[config.mk]
export PLATFORM = sky130hd
export DESIGN_NAME = elevator_scheduler
export DESIGN_NICKNAME = d
export VERILOG_FILES = /design/src/rtl/elevator_scheduler.sv
export SDC_FILE = /design/constraint.sdc
export NUM_CORES = 1
export LEC_CHECK = 0
export ABC_AREA = 1
export CORE_ASPECT_RATIO = 1.5
export CORE_UTILIZATION = 43
export DETAILED_ROUTE_END_ITERATION = 12
export GPL_ROUTABILITY_DRIVEN = 0
export GPL_TIMING_DRIVEN = 0
export PLACE_DENSITY = 0.76
export SLEW_MARGIN = 20
export SYNTH_ARGS = -nofsm -noshare
export SYNTH_HDL_FRONTEND = slang
export SYNTH_SLANG_ARGS = --single-unit
[constraint.sdc]
create_clock -name clk -period 1.8 [get_ports clk]
set_clock_uncertainty 0.2 [all_clocks]
set_input_delay 0.27 -clock clk [delete_from_list [all_inputs] [get_ports clk]]
set_output_delay 0.27 -clock clk [all_outputs]
set_load 0.02 [all_outputs]
[src/rtl/elevator_scheduler.sv]
// elevator_scheduler
// Walks a destination queue one entry at a time, moving the car floor by
// floor on a tick time base and holding the door open at every stop.
//
// Ports:
//   clk            - single clock, all state changes on the rising edge
//   rst_n          - asynchronous active-low reset
//   start          - level, begins/restarts a run from IDLE or DONE
//   tick           - one-cycle time-base pulse, used in MOVE and DOOR only
//   address[7:0]   - registered index into the destination queue
//   destino[23:0]  - queue entry at address, only bits [1:0] are a floor code
//   piso_actual    - current floor code (00=-1, 01=1, 10=2, 11=3)
//   subiendo       - high while moving up
//   bajando        - high while moving down
//   puerta_abierta - high while the door is open
//   done           - high while the queue is exhausted

module elevator_scheduler #(
   parameter int QUEUE_LEN    = 10,
   parameter int TRAVEL_TICKS = 2,
   parameter int DOOR_TICKS   = 3
) (
   input  logic        clk,
   input  logic        rst_n,
   input  logic        start,
   input  logic        tick,
   output logic [7:0]  address,
   input  logic [23:0] destino,
   output logic [1:0]  piso_actual,
   output logic        subiendo,
   output logic        bajando,
   output logic        puerta_abierta,
   output logic        done
);

   typedef enum logic [2:0] {
      IDLE,
      FETCH,
      MOVE,
      DOOR,
      DONE
   } state_t;

   localparam int STEP_W = (TRAVEL_TICKS > 1) ? $clog2(TRAVEL_TICKS + 1) : 1;
   localparam int DOOR_W = (DOOR_TICKS > 1) ? $clog2(DOOR_TICKS + 1) : 1;
   localparam logic [STEP_W-1:0] STEP_LAST = STEP_W'(TRAVEL_TICKS - 1);
   localparam logic [DOOR_W-1:0] DOOR_LAST = DOOR_W'(DOOR_TICKS - 1);
   localparam logic [7:0]        ADDR_LAST = 8'(QUEUE_LEN - 1);

   state_t            state, state_nxt;
   logic [7:0]        address_nxt;
   logic [1:0]        piso_nxt;
   logic              subiendo_nxt, bajando_nxt, puerta_nxt, done_nxt;
   logic [STEP_W-1:0] step_cnt, step_cnt_nxt;
   logic [DOOR_W-1:0] door_cnt, door_cnt_nxt;
   logic [1:0]        target, target_nxt;
   logic [1:0]        dest_floor;
   logic [1:0]        step_floor;
   logic              can_step;

   // Only the two floor bits of a queue entry matter; the rest is folded
   // into a deliberately unused signal.
   logic unused_destino_hi;
   assign unused_destino_hi = ^destino[23:2];

   assign dest_floor = destino[1:0];

   // Floor the car reaches on its next step, and whether that step stays
   // inside 00..11 so the floor code can never wrap.
   always_comb begin
      step_floor = subiendo ? (piso_actual + 2'd1) : (piso_actual - 2'd1);
      can_step   = (subiendo && (piso_actual != 2'b11)) ||
                   (bajando  && (piso_actual != 2'b00));
   end

   // Every register lives here; the async reset puts the car at floor 1,
   // idle with the door closed.
   always_ff @(posedge clk or negedge rst_n) begin
      if (!rst_n) begin
         state          <= IDLE;
         address        <= 8'd0;
         piso_actual    <= 2'b01;
         subiendo       <= 1'b0;
         bajando        <= 1'b0;
         puerta_abierta <= 1'b0;
         done           <= 1'b0;
         step_cnt       <= '0;
         door_cnt       <= '0;
         target         <= 2'b00;
      end else begin
         state          <= state_nxt;
         address        <= address_nxt;
         piso_actual    <= piso_nxt;
         subiendo       <= subiendo_nxt;
         bajando        <= bajando_nxt;
         puerta_abierta <= puerta_nxt;
         done           <= done_nxt;
         step_cnt       <= step_cnt_nxt;
         door_cnt       <= door_cnt_nxt;
         target         <= target_nxt;
      end
   end

   // Next-state and next-output logic. Outputs are computed here as the
   // values they will hold after the edge, so all of them come out of flops.
   // Ticks seen in FETCH are dropped, and the tick that lands the car on its
   // target is consumed by the move, so the door count always starts clean.
   always_comb begin
      state_nxt    = state;
      address_nxt  = address;
      piso_nxt     = piso_actual;
      subiendo_nxt = subiendo;
      bajando_nxt  = bajando;
      puerta_nxt   = puerta_abierta;
      done_nxt     = done;
      step_cnt_nxt = step_cnt;
      door_cnt_nxt = door_cnt;
      target_nxt   = target;

      case (state)
         IDLE: begin
            if (start) begin
               state_nxt   = FETCH;
               address_nxt = 8'd0;
            end
         end

         FETCH: begin
            target_nxt = dest_floor;
            if (dest_floor == piso_actual) begin
               state_nxt    = DOOR;
               puerta_nxt   = 1'b1;
               door_cnt_nxt = '0;
            end else begin
               state_nxt    = MOVE;
               subiendo_nxt = (dest_floor > piso_actual);
               bajando_nxt  = (dest_floor < piso_actual);
               step_cnt_nxt = '0;
            end
         end

         MOVE: begin
            if (tick) begin
               if (step_cnt == STEP_LAST) begin
                  step_cnt_nxt = '0;
                  if (can_step) begin
                     piso_nxt = step_floor;
                     if (step_floor == target) begin
                        state_nxt    = DOOR;
                        subiendo_nxt = 1'b0;
                        bajando_nxt  = 1'b0;
                        puerta_nxt   = 1'b1;
                        door_cnt_nxt = '0;
                     end
                  end
               end else begin
                  step_cnt_nxt = step_cnt + 1'b1;
               end
            end
         end

         DOOR: begin
            if (tick) begin
               if (door_cnt == DOOR_LAST) begin
                  puerta_nxt   = 1'b0;
                  door_cnt_nxt = '0;
                  if (address == ADDR_LAST) begin
                     state_nxt = DONE;
                     done_nxt  = 1'b1;
                  end else begin
                     state_nxt   = FETCH;
                     address_nxt = address + 8'd1;
                  end
               end else begin
                  door_cnt_nxt = door_cnt + 1'b1;
               end
            end
         end

         DONE: begin
            if (start) begin
               state_nxt   = FETCH;
               address_nxt = 8'd0;
               done_nxt    = 1'b0;
            end
         end

         default: begin
            state_nxt = IDLE;
         end
      endcase
   end

endmodule

# After elaboration in Yosys (flattened, before gate mapping)
# Cells that the tools add are included.
# word_totals
register_bits,23
inputBits,28
out_inout_bits,14
word_cells,106
# classes
add_sub_neg,5
order_cmp,2
n_eq_ne,22
n_mux,49
reduce_logical,18
# ops
cell,n
$mux W8,4
$mux W3,8
$ne A2 B2 Y1 const B,12
$mux W2,11
$mux W1,18
$pmux W8 S2,1
$reduce_and A7 Y1,2
$pmux W3 S4,1
$reduce_and A5 Y1,2
$add A8 B1 Y8 const B,1
$eq A8 B4 Y1 const B,1
$reduce_and A8 Y1,1
$reduce_bool A2 Y1,4
$add A2 B1 Y2 const B,3
$eq A3 B2 Y1 const B,2
$pmux W1 S2,3
$pmux W2 S3,1
$reduce_and A6 Y1,1
$eq A2 B2 Y1,2
$pmux W2 S2,1
$reduce_and A4 Y1,1
$eq A3 B1 Y1 const B,1
$eq A3 B3 Y1 const B,1
$logic_not A3 Y1,1
other kinds (12),13

# Depth between registers and ports, before layout
# depth
word_depth,8
mapped_depth,12
ltp_nobuf,11

# Worst setup path before layout
# Ideal clock, no wire load.
# synth_timing
path_type,register to register
from,register piso_actual[1]
to,register door_cnt[1]
setup_ns,0.121
t_arrival_ns,1.624
required_time_ns,1.479
path_slack_ns,-0.144
stages_incl_launch_ff,10
n_path_buf,0
period_less_slack_ns,1.944
path_cell_list,dfrtp_1 inv_1 ha_1 nand2_1 nor3_1 nor2_1 nor3_2 nand3_2 nand2_1 o21ai_1
# synth_via
elab_chain_cells,5
elab_cells_between_ends,14
cone_classes,add/sub: 2; eq/ne: 6; mux: 1; reduce/logical: 5
# synth_rtl
item,line_no,text
from (decl),29,"output logic [1:0] piso_actual,"
from (signal assigned),93,piso_actual <= piso_nxt;
"$sub A2 B1 Y2, or another cell as far along",71,step_floor = subiendo ? (piso_actual + 2'd1) : (piso_actual - 2'd1);
"$mux W2, or another cell as far along",71,
$eq A2 B2 Y1 / $logic_or A1 B1 Y1 (equally long branches),"148, 72",
$ne A2 B2 Y1 (no source line),--,
$reduce_and A7 Y1 (no source line) *,--,
to (signal assigned),99,door_cnt <= door_cnt_nxt;
to (decl),55,"logic [DOOR_W-1:0] door_cnt, door_cnt_nxt;"
# Every way passes the cells marked *; elsewhere a longest branch is shown, timed or not.
# A chain may end at the register's enable or synchronous reset.

# Worst setup path in the final report
# layout_timing
from,input port destino[0]
to,register door_cnt[0]
# layout_via
elab_chain_cells,3
# layout_rtl
item,line_no,text
from (decl),28,"input logic [23:0] destino,"
$eq A2 B2 Y1,130,if (dest_floor == piso_actual) begin
$ne A2 B2 Y1 (no source line),--,
$reduce_and A7 Y1 (no source line),--,
# Every way passes these cells.

==> metrics.txt <==
run status finished with violations; failing checks negative setup slack; Warnings, synthesis 0; Post-synth top cells nand2_1, inv_1, dfrtp_1; syn nets 235; ys flop type dfrtp_1; post-DP HPWL 2510 um; Vias 1424; clock tree from TritonCTS built; # port buffers 19; wire length per cell 12.6 um; initial core utilization 44.7%; Fin Hold WS 0.278 ns; post-synthesis sequential area ratio 38.2%; CP max-delay cell clkdlybuf4s50_1; RSZ-0062 raised after global routing true; critical path startpoint category input pin; Post-Synthesis Cell Area 1510 um^2; crit-path cells clkdlybuf4s50_1 -> inv_2 -> ha_1 -> nand2_2 -> nor3_2 -> nor2_1 -> nor3_2 -> nand3_2 -> nand2_1 -> o21ai_1; Final Max Slew Viols 0; H-tree Lvls 1; FF-to-FF path depth 9; DIE HEIGHT 74.6 um; Arrival @ worst endpoint 1.78 ns; Core Area 3380 um^2; leakage dissipation 1.02 nW; initial antenna violation count 0; # clock sinks 23; number of global-route vias before repair 1336; Hold/Removal Path Class reg -> reg; grt total ovfl 0; Diodes inserted 0; drt pass-1 iters 4; Clock Tree Buf Depth 2; GRT Util Overall 19.7%; Total Nets Final 268; dominant cell type by area after synthesis dfrtp_1; vias per cell 5.14; CP max stage delay 0.47 ns; worst path required time 1.76 ns; Top Ports 42; critical setup path kind in -> reg; CP max FO 4; most frequent CP cell nor3_2; clock slew at reported path FFs 0.08 ns; drt drc 0; total power 900 uW; EDFF count, synth 0; R2R Path End door_cnt[0]; Max VDD drop 0.000335 V; Setup WS post-layout -0.0241 ns; FF+latch count, synth 23; Avg Cell Area, Syn 7.45 um^2; crit share post-route 101%; clk root buf clkbuf_8; crit path from destino[0]; die width 50.4 um; CP Buf/Inv Count 2; Slew headroom 65.3%; fmax 548 MHz; Worst setup EP type flip-flop; total wire length 3500 um; first-pass GRT wire length 5580 um; Die Area 3760 um^2; Hold Crit Depth 2; area grow syn2layout 28.1%; FP Rows 26; Finish-stage setup viols 2; Final Hold Viols 0; top cell type's share of synthesized area 36.4%; Synth Instances 203; worst setup path end door_cnt[0]; Critical Path Stages 10; most common cell in the netlist nand2_1; R2R setup slack 0 ns; DRT antenna net count 0; fin crit period 1.82 ns; TritonCTS Buffers 3; FILL cells 306; Synth area leaders dfrtp_1, nand2_1, inv_1; share of cells above drive strength 1 22.6%; ys async rst share 100%; Final Core Density 57.2%; cell area power density 465 nW/um^2; Max-cap violations 0; FF-to-FF Start piso_actual[1]; Yosys cell types 29; cell family with most CP delay simple AND/OR/NAND/NOR gates; largest net degree at the start of global routing 24; drt initial violations 35; worst slew pin tran 0.521 ns; Skew-Pair Late Insertion Delay 0.27 ns
## state kept, by name, indices dropped and copies added (netlist names)
register / cells
subiendo: 1
state: 3
door_cnt: 2
address: 8
piso_actual: 2
puerta_abierta: 1
done: 1
bajando: 1
step_cnt: 2
target: 2
## layout make-up
class,instances,area (um^2),share of cell area (%)
multi-input cells,147,860,44.4
flip-flops and latches,23,578,29.8
repair buffers,28,254,13.1
inverters,31,121,6.27
well taps,42,52.6,2.71
clock buffers,4,45.0,2.33
plain buffers,2,26.3,1.36
## worst min-delay path by stage
stage | startpoint | end | slack [ns]
final | puerta_abierta | puerta_abierta | 0.28
after global routing | puerta_abierta | puerta_abierta | 0.34
after CTS | puerta_abierta | puerta_abierta | 0.28
after detailed placement | puerta_abierta | puerta_abierta | 0.26
after global placement | puerta_abierta | puerta_abierta | 0.26
after floorplan | rst_n | address[0] | -0.23
## routing by layer
metal  global-route usage, %  up-vias  share of wire, %
met5                       0        -                 0
met4                    10.5        0               3.3
met3                    1.82       11               2.3
met2                    38.7       34                54
met1                    20.2      666                40
li1                        -      713                 -
## power breakdown
group,leakage [nW],internal [mW],switching [mW]
registers,0.268,0.520,0.00110
logic,0.730,0.0173,0.0348
clock network,0.0228,0.158,0.169
## layout by cell type (no fill, tap or decap), drive strengths merged, types with 3 or more instances in the layout
cell / count
buf: 11
nor3: 4
nor2: 18
clkdlybuf4s50: 8
nand2: 66
o21ai: 12
dlymetal6s2s: 3
dfrtp: 22
a21oi: 4
nand3: 18
inv: 31
clkbuf: 4
ha: 4
nand4: 8
dlygate4sd2: 7
xor2: 7
## through the flow
| stage | cells | setup WS (ns) | setup TNS [ns] | cell area (um^2) |
|---|---|---|---|---|
| finish | 277 | -0.0241 | -0.0400 | 1940 |
| global route | 277 | -0.108 | -1.01 | 1940 |
| CTS | 273 | 0.00166 | 0 | 1850 |
| detailed placement | 264 | -0.344 | -4.65 | 1760 |
| global placement | 264 | -0.313 | -3.93 | 1760 |
| floorplan | 203 | 0.00419 | 0 | 1520 |
## logic make-up after synthesis
family                   count (synthesis)  share of synthesized area (%)
AND/OR/NAND/NOR                        116                           36.0
adder cells (fa/ha/maj)                  4                           3.31
XOR/XNOR                                 8                           4.64
AO/OA/AOI/OAI                           19                           8.69
flip-flops                              23                           38.2
buffers and inverters                   33                           9.19
## worst reg2reg max path: cells and delay by family, from the launching register on
family / cells / cell delay, ns
flip-flops: 1 / 0.40
adder cells (fa/ha/maj): 1 / 0.30
AO/OA/AOI/OAI: 1 / 0.06
AND/OR/NAND/NOR: 6 / 0.67
buffers and inverters: 1 / 0.06
## timing repair
| action | in CTS | in global routing |
|---|---|---|
| endpoints found under the setup margin | 19 | 20 |
| hold buffers | 0 | 1 |
| setup buffers | 5 | 3 |
| resized for setup | 12 | 19 |
| pin swaps | 4 | 8 |
| hold endpoints to repair | 0 | 22 |
Note: power is estimated with default switching activity, not from simulation.
